[config.mk]
export PLATFORM = sky130hd
export DESIGN_NAME = nx_node_outbound_arbiter
export DESIGN_NICKNAME = d
export VERILOG_FILES = /design/src/rtl/NXConstants.sv /design/src/rtl/nx_node_outbound_arbiter_pkg.sv /design/src/rtl/nx_node_arb_fifo.sv /design/src/rtl/nx_node_outbound_arbiter.sv
export SDC_FILE = /design/constraint.sdc
export NUM_CORES = 1
export LEC_CHECK = 0
export ABC_AREA = 1
export BUFFER_PORTS_ARGS = -buffer_cell sky130_fd_sc_hd__clkbuf_2
export CAP_MARGIN = 40
export CELL_PAD_IN_SITES_DETAIL_PLACEMENT = 1
export CELL_PAD_IN_SITES_GLOBAL_PLACEMENT = 2
export CORE_MARGIN = 5
export CORE_UTILIZATION = 42
export CTS_BUF_LIST = sky130_fd_sc_hd__clkbuf_8
export DETAILED_ROUTE_END_ITERATION = 10
export PLACE_DENSITY_LB_ADDON = 0.1
export REMOVE_ABC_BUFFERS = 1
export SYNTH_ARGS = -nofsm -noshare
export SYNTH_HDL_FRONTEND = slang
export SYNTH_SLANG_ARGS = --single-unit
[constraint.sdc]
create_clock -name i_clk -period 3.04 [get_ports i_clk]
set_input_delay 0.304 -clock i_clk [delete_from_list [all_inputs] [get_ports i_clk]]
set_output_delay 0.304 -clock i_clk [all_outputs]
set_load 0.05 [all_outputs]
[src/rtl/NXConstants.sv]
// Shared node-network constants and message types used by every NX block.
package NXConstants;

    localparam int MESSAGE_WIDTH = 32;
    localparam int NODE_ID_WIDTH = 2;

    typedef struct packed {
        logic [NODE_ID_WIDTH-1:0] source;
        logic [5:0]               command;
        logic [23:0]              payload;
    } node_message_t;

endpackage

[src/rtl/nx_node_outbound_arbiter_pkg.sv]
// Local helpers for the outbound arbiter; no shared types live here.
package nx_node_outbound_arbiter_pkg;

    // Index width that is always at least one bit wide.
    function automatic int idx_w(input int n);
        return (n > 1) ? $clog2(n) : 1;
    endfunction

    // Single-step wrap for an index known to lie in [0, 2n).
    function automatic int rr_wrap(input int idx, input int n);
        return (idx >= n) ? idx - n : idx;
    endfunction

endpackage

[src/rtl/nx_node_arb_fifo.sv]
// Per-source message buffer with a registered "not full" ready.
module nx_node_arb_fifo
    import NXConstants::*;
    import nx_node_outbound_arbiter_pkg::*;
#(
    parameter int DEPTH = 2
) (
    input  logic          clk_i,
    input  logic          rst_ni,
    input  logic          push_i,
    input  logic          pop_i,
    input  node_message_t data_i,
    output node_message_t data_o,
    output logic          full_o,
    output logic          empty_o,
    output logic          ready_o
);

    localparam int AW = idx_w(DEPTH);
    localparam int CW = AW + 1;

    node_message_t   mem_q [DEPTH];
    logic [AW-1:0]   wptr_q, rptr_q;
    logic [CW-1:0]   cnt_q, cnt_d;
    logic            ready_q;
    logic            push_en, pop_en;

    // The push side is qualified by our own registered ready, so a full buffer never takes a write.
    assign push_en = push_i && ready_q;
    assign pop_en  = pop_i && !empty_o;

    assign full_o  = (cnt_q == CW'(DEPTH));
    assign empty_o = (cnt_q == '0);
    assign ready_o = ready_q;
    assign data_o  = mem_q[rptr_q];

    always_comb begin
        cnt_d = cnt_q;
        if (push_en && !pop_en) begin
            cnt_d = cnt_q + CW'(1);
        end else if (!push_en && pop_en) begin
            cnt_d = cnt_q - CW'(1);
        end
    end

    always_ff @(posedge clk_i or negedge rst_ni) begin
        if (!rst_ni) begin
            wptr_q  <= '0;
            rptr_q  <= '0;
            cnt_q   <= '0;
            ready_q <= 1'b0;
        end else begin
            if (push_en) wptr_q <= wptr_q + AW'(1);
            if (pop_en)  rptr_q <= rptr_q + AW'(1);
            cnt_q   <= cnt_d;
            ready_q <= (cnt_d != CW'(DEPTH));
        end
    end

    always_ff @(posedge clk_i) begin
        if (push_en) mem_q[wptr_q] <= data_i;
    end

endmodule

[src/rtl/nx_node_outbound_arbiter.sv]
// Round-robin merge of SOURCES buffered message streams into one registered output.
module nx_node_outbound_arbiter
    import NXConstants::*;
    import nx_node_outbound_arbiter_pkg::*;
#(
    parameter int SOURCES = 2,
    parameter int DEPTH   = 2
) (
    input  logic                        i_clk,
    input  logic                        i_rst,
    output logic                        o_idle,
    input  node_message_t [SOURCES-1:0] i_inbound_data,
    input  logic [SOURCES-1:0]          i_inbound_valid,
    output logic [SOURCES-1:0]          o_inbound_ready,
    output node_message_t               o_outbound_data,
    output logic                        o_outbound_valid,
    input  logic                        i_outbound_ready
);

    localparam int PW = idx_w(SOURCES);

    node_message_t [SOURCES-1:0] head;
    logic [SOURCES-1:0]          empty, full, pop;

    node_message_t  out_q, out_d;
    logic           out_vld_q, out_vld_d;
    logic [PW-1:0]  prio_q, prio_d;
    logic [PW-1:0]  gnt_idx;
    logic           gnt_vld;
    logic           load;

    for (genvar k = 0; k < SOURCES; k++) begin : g_src
        nx_node_arb_fifo #(.DEPTH(DEPTH)) u_fifo (
            .clk_i   (i_clk),
            .rst_ni  (i_rst),
            .push_i  (i_inbound_valid[k]),
            .pop_i   (pop[k]),
            .data_i  (i_inbound_data[k]),
            .data_o  (head[k]),
            .full_o  (full[k]),
            .empty_o (empty[k]),
            .ready_o (o_inbound_ready[k])
        );

        assign pop[k] = load && gnt_vld && (gnt_idx == PW'(k));

        a_full_blocks_push: assert property (@(posedge i_clk) disable iff (!i_rst)
            full[k] |-> !o_inbound_ready[k]);
    end

    // The output register refills whenever it is empty or drained this cycle.
    assign load = !out_vld_q || i_outbound_ready;

    always_comb begin
        gnt_vld = 1'b0;
        gnt_idx = '0;
        for (int i = 0; i < SOURCES; i++) begin
            if (!gnt_vld && !empty[rr_wrap(int'(prio_q) + i, SOURCES)]) begin
                gnt_vld = 1'b1;
                gnt_idx = PW'(rr_wrap(int'(prio_q) + i, SOURCES));
            end
        end
    end

    always_comb begin
        out_d     = out_q;
        out_vld_d = out_vld_q;
        prio_d    = prio_q;
        if (load) begin
            out_vld_d = gnt_vld;
            if (gnt_vld) begin
                out_d  = head[gnt_idx];
                prio_d = PW'(rr_wrap(int'(gnt_idx) + 1, SOURCES));
            end
        end
    end

    always_ff @(posedge i_clk or negedge i_rst) begin
        if (!i_rst) begin
            out_q     <= '0;
            out_vld_q <= 1'b0;
            prio_q    <= '0;
        end else begin
            out_q     <= out_d;
            out_vld_q <= out_vld_d;
            prio_q    <= prio_d;
        end
    end

    assign o_outbound_data  = out_q;
    assign o_outbound_valid = out_vld_q;
    assign o_idle           = (&empty) && !out_vld_q;

endmodule

### After elaboration in Yosys (flattened, before gate mapping)

Memories as Yosys holds them, arrays and structs flattened.
Cells that the tools add are included.

| storage, ports and cells | value |
|---|---|
| bits in registers | 44 |
| bits in latches | 0 |
| bits in writable memories | 128 |
| memory bits (read-only) | 0 |
| input bits | 69 |
| output and inout bits | 36 |
| word-level logic and storage cells | 86 |
| memories | 2 |

Memory list:

| name | words | width | read ports | clocked after memory_dff | wr ports | RTL line | source |
|---|---|---|---|---|---|---|---|
| g_src[0].u_fifo.mem_q | 2 | 32 | 1 | 0 | 1 | nx_node_arb_fifo.sv:22 | `node_message_t mem_q [DEPTH];` |
| g_src[1].u_fifo.mem_q | 2 | 32 | 1 | 0 | 1 | nx_node_arb_fifo.sv:22 |  |

| operators by class | value |
|---|---|
| add/subtract/negate cells | 13 |
| multipliers | 0 |
| divide/modulo/power cells | 0 |
| magnitude comparators | 6 |
| equal/unequal tests | 2 |
| shift operators | 0 |
| muxes and demuxes | 23 |
| bitwise logic cells | 1 |
| reduce and logical (&&, ||, !) cells | 26 |

Operators with widths:

| operator | count |
|---|---|
| 2-to-1 mux 32 bit | 4 |
| < comparator 32 x 3 -> 1 bit, second input constant | 2 |
| 2-to-1 mux 1 bit | 15 |
| logical AND 1 bit | 13 |
| zero test 1 bit | 8 |
| 2-to-1 mux 2 bit | 4 |
| adder 1 bit, second input constant | 4 |
| adder 1 x 1 -> 2 bit, second input constant | 2 |
| adder 2 x 1 -> 2 bit, second input constant | 2 |
| greater-or-equal comparator 2 bit, second input constant | 2 |
| zero test 2 bit | 2 |
| inequality test 2 bit, second input constant | 2 |
| AND reduction 2 bit | 2 |
| subtractor 2 x 1 -> 2 bit, second input constant | 2 |
| subtractor 1 x 2 -> 3 bit, second input constant | 1 |
| subtractor 2 x 2 -> 3 bit, second input constant | 1 |
| greater-or-equal comparator 1 x 2 -> 1 bit, second input constant | 1 |
| < comparator 1 x 2 -> 1 bit, second input constant | 1 |
| logical OR 1 bit | 1 |
| inverter 1 bit | 1 |
| subtractor 1 bit, second input constant | 1 |

### Logic depth before layout (Yosys ltp)

Gate-level depths: netlist of the first run.

| logic depth | value |
|---|---|
| depth after elaboration | 16 |
| gate-level depth with buffers | 13 |

### By module

From an unflattened synthesis of the first run, not the netlist that was laid out.

| second synthesis, totals | value |
|---|---|
| cell total of the unflattened synthesis | 593 |
| area total of the unflattened synthesis | 6919.1 um^2 |

Modules (own cells, without submodules):

| module | times used | cells an instance | area an instance (um^2) | sequential area each (um^2) |
|---|---|---|---|---|
| nx_node_arb_fifo | 2 | 200 | 2627.5 | 2047.0 |
| nx_node_outbound_arbiter | 1 | 193 | 1664.1 | 850.8 |

### Least setup slack after synthesis of the first run

Ideal clock, no wire load.

| timing path | value |
|---|---|
| path type | register -> register |
| from | register g_src[0].u_fifo.ready_q |
| to | memory g_src[0].u_fifo.mem_q[0][0] (netlist name) (enable) |
| setup time | 421 ps |
| data arrival time | 1824 ps |
| required time | 2619 ps |
| path slack | 795 ps |
| cell stages (with the launch flop) | 3 |
| clock period less this slack | 2245 ps |
| cells stage by stage | dfrtp_1 nand2_1 nor2_1 |

| between the ends | value |
|---|---|
| longest elaborated chain between the ends | 3 |

Ends and longest elaborated chain:

| item | RTL line | source |
|---|---|---|
| start, declared | nx_node_arb_fifo.sv:25 | `logic ready_q;` |
| start signal, assigned | nx_node_arb_fifo.sv:56 | `ready_q <= (cnt_d != CW'(DEPTH));` |
| logical AND 1 bit | nx_node_arb_fifo.sv:29 | `assign push_en = push_i && ready_q;` |
| 2-to-1 mux 1 bit | nx_node_arb_fifo.sv:61 | `if (push_en) mem_q[wptr_q] <= data_i;` |
| 2-to-1 mux 1 bit (implied by the code) | nx_node_arb_fifo.sv:61 |  |
| end, declared | nx_node_arb_fifo.sv:22 |  |

Every way passes these cells.

### Worst setup path after layout of the first run

| timing path | value |
|---|---|
| from | register g_src[1].u_fifo.cnt_q[0] |
| to | register out_q (netlist bit o_outbound_data[20]) |

| between the ends | value |
|---|---|
| longest elaborated chain between the ends | 9 |
| elaborated cells between the ends (all ways) | 16 |
| those cells by class | mux (12); reduce/logical (4) |

Ends and longest elaborated chain:

| item | RTL line | source |
|---|---|---|
| start, declared | nx_node_arb_fifo.sv:24 | `logic [CW-1:0] cnt_q, cnt_d;` |
| start signal, assigned | nx_node_arb_fifo.sv:55 | `cnt_q <= cnt_d;` |
| zero test 2 bit * | nx_node_arb_fifo.sv:33 | `assign empty_o = (cnt_q == '0);` |
| 2-to-1 mux 1 bit (implied by the code) (3 in a row) | nx_node_outbound_arbiter.sv:58 | `if (!gnt_vld && !empty[rr_wrap(int'(prio_q) + i, SOURCES)]) begin` |
| zero test 1 bit | nx_node_outbound_arbiter.sv:58 |  |
| logical AND 1 bit | nx_node_outbound_arbiter.sv:58 |  |
| 2-to-1 mux 1 bit | nx_node_outbound_arbiter.sv:58 |  |
| 2-to-1 mux 32 bit (implied by the code) (2 in a row) | nx_node_outbound_arbiter.sv:72 | `out_d = head[gnt_idx];` |
| end signal, assigned | nx_node_outbound_arbiter.sv:84 | `out_q <= out_d;` |
| end, declared | nx_node_outbound_arbiter.sv:25 | `node_message_t out_q, out_d;` |

Every way passes the cells marked *; elsewhere a longest branch is shown, timed or not. The select of a mux whose other input is x is not followed.
A chain may end at the register's enable or synchronous reset.

==> results.cfg, run 1 <==
[timing]
finalCritPeriodShare = 0.688
slew_headroom = 0.603
rsz0062_at_grt = false
slew_viol_final = 0
setup_tns_ns = 0
skew_ns = 0.00870
worst_slack_ns = 0.948
timing_hold_violations_final = 0
timing.fmax_mhz = 478
setup_viol_count_final = 0
hold-worst-slack_ns = 0.0466
worstMarginPinSlew_ns = 0.595
fin_crit_ns = 2.09

[final_layout]
seqCellArea_um2 = 4950
syn_to_final_growth_pct = 17.7
final_util = 0.502
fin_nets = 604
fillCellCount = 1621
drive_above_1_share = 0.353
multi_input_area_um2 = 1640
stdcell_area_um2 = 7980
instances_no_fill = 760
antennaDiodeCount = 0

[worst_hold_path]
hp-start = i_inbound_data[61]
min_path_cells = 1
hold_path_class = primary input to flop
hold_end = g_src[1].u_fifo.mem_q[1][29]$_DFFE_PP_

[worst_setup_path]
r2r_end = o_outbound_data[20]$_DFFE_PN0N_
cp.arrival_ns = 2.42
crit_chain = inv_1, ha_1, inv_1, nand2_1, nand2_1, nor2_4, nor2_8, nand2_4, inv_1, nand2_1, nand3_1
crit_fanout = 32
rr_startpoint = g_src[1].u_fifo.cnt_q[0]$_DFF_PN0_
crit_type = flop to flop
start_kind = flop
cp.required_ns = 3.37
r2r_slack_ns = 0.95
rr_worst_depth = 11
end_kind = flop
slowest_stage = nand2_4
slowest_delay_ns = 0.46

[floorplan]
core_um2 = 15900
die_x_um = 137
rows = 46
initial_utilization = 0.427
ios = 105
dieArea_um2 = 18800
die_h_um = 137

[clock_tree]
clockRootBuffer = clkbuf_8
post-cts-setup-buffers = 0
cts-hold-fix-buffers = 1
clock_path_buffers = 2
h-tree-depth = 4
cts_tree = yes
clk_latency_ns = 0.44
cts_buffers = 17
cts_resized = 0
clkTransAtPathRegs_ns = 0.09
clkSinkCount = 172

[grt]
grt_util_all_layers = 0.164
gr-total-overflow = 0
grt_pass1_wl_um = 22700
grt_pass1_vias = 4154
grt_max_degree = 33
antenna_found_initial = 0

[route]
vias = 3744
ant_nets = 0
drc = 0
viasPerCell = 4.93
firstDrtPassIters = 4
routedWlPerCell_um = 19.0
drt-total-wl_um = 14400
dr.first_iter.drc_count = 105

[synthesis]
synthTopCellsByArea = edfxtp_1 (57%), dfrtp_1 (16%), mux2i_1 (8.9%)
synthCells = 418
yosysMostFrequentCell = edfxtp_1
synth_ff_type = edfxtp_1
async_flop_share = 0.256
ys_warn_count = 0
yosys.area.top_type = edfxtp_1
synth_seq_area_share = 0.729
syn-cell-area_um2 = 6780
ys_ff_latch = 172
synth_top_area_share = 0.567
synth_edf_count = 128
synth_cell_types = 26
netlist_top_cells_count = edfxtp_1 (128), nand2_1 (77), mux2i_1 (60), dfrtp_1 (44), o221ai_2 (29)
syn_avg_cell_area_um2 = 16.2

[placement]
place_area_um2 = 7570
io_buffers = 104
place_inst = 727
dp_hpwl_um = 9530
gp_congestion = 0.743
dp_slack_ns = 0.943

[power]
p_leak_nw = 3.30
p_per_area_nw_per_um2 = 1090
power_mw = 8.70
ir_drop_mv = 0.408

[run_status]
status = completed

[job]
drv_cap = 0
registers in the layout, indices dropped and copies added, names as in the netlist:
register,flops
g_src.u_fifo.ready_o,2
o_outbound_data,32
g_src.u_fifo.cnt_q,4
g_src.u_fifo.rptr_q,2
o_outbound_valid,1
prio_q,1
g_src.u_fifo.mem_q,128
g_src.u_fifo.wptr_q,2
area by class of cell:
type,instances,share of cell area
flip-flops and latches,172,0.620
clock buffers,21,0.0362
well taps,216,0.0339
clock inverters,11,0.0143
inverters,25,0.0121
multi-input cells,202,0.205
repair buffers,113,0.0787
layer usage:
metal / share of wire / global-route usage / up-vias / wire [um]
met3: 0.050 / 0.0371 / 15 / 717
met2: 0.50 / 0.273 / 101 / 7210
met4: 0.012 / 0.0482 / 0 / 174
met1: 0.44 / 0.214 / 1869 / 6300
li1: - / - / 1759 / -
met5: 0 / 0 / - / 0
worst max-delay path: cells and delay by family, from the launching register on:
kind | cells | cell delay, ns
fa+ha+maj | 1 | 0.17
simple gates | 7 | 1.09
flops | 1 | 0.38
buf+inv | 3 | 0.33
report_power, final:
part	switching (mW)	total (mW)	internal, mW
combinational	2.42	3.49	1.07
clock	0.788	1.60	0.812
sequential	0.357	3.61	3.26
how the worst max path moves through the flow:
stage | start | endpoint | slack (ns) | cells past startpoint
after floorplan | g_src[0].u_fifo.ready_o$_DFF_PN0_ | g_src[0].u_fifo.mem_q[0][0]$_DFFE_PP_ | 0.38 | 2
after detailed placement | g_src[1].u_fifo.cnt_q[0]$_DFF_PN0_ | o_outbound_data[20]$_DFFE_PN0N_ | 0.94 | 11
final | g_src[1].u_fifo.cnt_q[0]$_DFF_PN0_ | o_outbound_data[20]$_DFFE_PN0N_ | 0.95 | 11
after global placement | g_src[1].u_fifo.cnt_q[0]$_DFF_PN0_ | o_outbound_data[4]$_DFFE_PN0N_ | 1.06 | 11
after CTS | g_src[1].u_fifo.cnt_q[0]$_DFF_PN0_ | o_outbound_data[20]$_DFFE_PN0N_ | 0.91 | 11
after global routing | g_src[1].u_fifo.cnt_q[0]$_DFF_PN0_ | o_outbound_data[20]$_DFFE_PN0N_ | 0.76 | 11
cell families after synthesis:
| kind of cell | after synthesis | share of synthesized area |
|---|---|---|
| flops | 172 | 0.729 |
| simple gates | 102 | 0.0688 |
| mux | 60 | 0.0886 |
| buf+inv | 44 | 0.0336 |
| compound gates | 32 | 0.0670 |
| xor+xnor | 4 | 0.00517 |
| fa+ha+maj | 4 | 0.00738 |
layout by cell type, fill, tap and decap left out, types with 2 or more instances in the layout:
cell type and n:
nand2_2 2, inv_2 3, buf_4 5, dfrtp_1 42
mux2i_1 60, nor2_1 3, edfxtp_1 128, inv_1 21
clkbuf_2 104, nor2_4 5, nand2_4 2, bufinv_16 2
o21ai_0 2, nand2_1 77, ha_1 4, nand4_2 3
nand3_1 6, clkinv_2 5, clkbuf_8 21, buf_12 3
dfrtp_2 2, o221ai_2 29, xor2_1 4
Note: power is estimated with default switching activity, not from simulation.
==> run 2: changes to the inputs <==
ABC_AREA = 0   (was 1)
clock period = 2.15 ns   (was 3.04 ns; I/O delays follow)
==> run 2 against run 1 <==
  * Worst hold slack improved by 0.17 ns
  * Cell count increased by 0.26%
  * Sequential power increased by 42%
==> results.cfg, run 2 <==
[route]
dr.first_iter.drc_count = 174
firstDrtPassIters = 4
drt-total-wl_um = 15400
viasPerCell = 5.22
routedWlPerCell_um = 20.3
ant_nets = 0
drc = 0
vias = 3976

[final_layout]
syn_to_final_growth_pct = 29.8
seqCellArea_um2 = 4950
final_cell_mix = edfxtp_1 (128), clkbuf_2 (104), dlygate4sd3_1 (65)
drive_above_1_share = 0.270
instances_no_fill = 762
final_util = 0.555
largest_reg_flops = 128
regMostFlops = g_src.u_fifo.mem_q
final_common_cell = edfxtp_1
multi_input_area_um2 = 1450
fillCellCount = 1436
antennaDiodeCount = 0
fin_nets = 634

[synthesis]
yosys.area.top_type = edfxtp_1
synth_edf_count = 128
ys_warn_count = 0
synth_top_area_share = 0.594
syn-cell-area_um2 = 6470
synthTopCellsByArea = edfxtp_1 (59%), dfrtp_1 (17%), mux2i_1 (9.9%)
synthCells = 379
netlist_top_cells_count = edfxtp_1 (128), mux2i_1 (64), dfrtp_1 (44), nand2_1 (36), o221ai_1 (32)
async_flop_share = 0.256
synth_ff_type = edfxtp_1
synth_seq_area_share = 0.764
ys_ff_latch = 172
synth_cell_types = 34
yosysMostFrequentCell = edfxtp_1
syn_avg_cell_area_um2 = 17.1

[worst_setup_path]
cp.arrival_ns = 1.74
cp.required_ns = 1.93
start_kind = flop
crit_type = flop to output pin
end_kind = output pin
crit_fanout = 4

[clock_tree]
clk_latency_ns = 0.45
cts_buffers = 17
clockRootBuffer = clkbuf_8
clkTransAtPathRegs_ns = 0.09
h-tree-depth = 4
clock_path_buffers = 2
cts_tree = yes
clkSinkCount = 172
post-cts-setup-buffers = 0

[placement]
place_inst = 665
dp_slack_ns = 0.263
dp_hpwl_um = 9660
gp_congestion = 0.727
io_buffers = 104

[power]
p_per_area_nw_per_um2 = 1380
swShare = 0.390
p_comb_frac = 0.375
seqPwrFrac = 0.441
switchingPower_mw = 4.52
p_leak_nw = 3.40
intPower_mw = 7.07
ir_drop_mv = 0.545
clockPowerShare = 0.184

[run_status]
status = completed

[worst_hold_path]
hold_path_class = primary input to async pin

[timing]
finalCritPeriodShare = 0.910
rsz0062_at_grt = false
setup_viol_count_final = 0
timing.fmax_mhz = 511
fin_crit_ns = 1.96
setup_tns_ns = 0
timing_hold_violations_final = 0
hold-worst-slack_ns = 0.220
skew_ns = 0.00739
worst_slack_ns = 0.194
slew_viol_final = 0
slew_headroom = 0.658
worstMarginPinSlew_ns = 0.513

[floorplan]
die_x_um = 134
ios = 105
core_um2 = 15100
rows = 45
initial_utilization = 0.428
dieArea_um2 = 18000
die_h_um = 134

[grt]
grt_max_degree = 33
antenna_found_initial = 0
gr-total-overflow = 0
grt_util_all_layers = 0.176
grt_pass1_wl_um = 23800
grt_pass1_vias = 4414

[job]
drv_cap = 0
==> run 2: cell count changes after synthesis, moves of 5 or more <==
cell / before / now
o221ai_2: 29 / 0
inv_1: 21 / 8
nand3_1: 6 / 1
nand2_1: 77 / 36
o221ai_1: 1 / 32
buf_1: 0 / 5
clkbuf_1: 1 / 6
==> run 2: power groups by stage <==
stage	Combinational, mW	Clock, mW	Sequential [mW]
after global routing	4.67	2.32	5.21
after CTS	4.41	2.18	5.14
after floorplan	1.71	0	6.24
final	4.35	2.13	5.12
after detailed placement	4.31	0	5.20
after global placement	4.15	0	5.16
==> run 2: path summary, 6_finish.rpt <==
check	start	endpoint	slack, ns	depth (start not counted)
max	g_src[1].u_fifo.cnt_q[0]$_DFF_PN0_	o_idle	0.19	5
min	i_rst	g_src[0].u_fifo.wptr_q$_DFFE_PN0P_	0.22	2
max reg2reg	g_src[1].u_fifo.cnt_q[0]$_DFF_PN0_	g_src[1].u_fifo.ready_o$_DFF_PN0_	0.25	6
min reg2reg	o_outbound_data[10]$_DFFE_PN0N_	o_outbound_data[10]$_DFFE_PN0N_	0.49	2
max in group asynchronous	i_rst	o_outbound_data[22]$_DFFE_PN0N_	1.31	3
min in group i_clk	i_outbound_ready	o_outbound_valid$_DFFE_PN0P_	0.27	3
==> run 2: logic make-up (layout without fill, tap and decap cells) <==
logic type,after synthesis,count (layout),synth area share
simple gates,55,55,0.0406
xor+xnor,8,8,0.0108
flops,172,172,0.764
mux,64,64,0.0989
fa+ha+maj,5,5,0.00928
compound gates,48,48,0.0587
buf+inv,27,222,0.0180
==> run 2: critical path, stage by stage (launching register included) <==
cell and delay, ns:
dfrtp_1 0.42, inv_1 0.12, ha_1 0.25, nand2_1 0.13, nor2_1 0.10, clkbuf_2 0.28
==> run 2: metal layers <==
metal,GRT usage,vias up,wire length (um)
li1,-,1828,-
met1,0.208,2037,6510
met2,0.319,96,8120
met3,0.0401,15,592
met4,0.0554,0,218
met5,0,-,0
==> run 2: area by class of cell <==
type	count	share of cell area
inverters	8	0.00357
multi-input cells	180	0.173
repair buffers	182	0.163
flip-flops and latches	172	0.589
well taps	188	0.0280
clock inverters	15	0.0159
clock buffers	17	0.0278
==> run 2: timing repair <==
action                                  4_1_cts  5_1_grt
hold buffers                                 65        0
endpoints found under the hold margin       137        0
resized for setup                             0        0
endpoints found under the setup margin        0        0
==> run 2: through the flow <==
step / power [mW] / cell area (um2)
floorplan: 7.95 / 6390
global placement: 9.32 / 7360
detailed placement: 9.51 / 7380
CTS: 11.7 / 8400
global route: 12.2 / 8400
finish: 11.6 / 8400
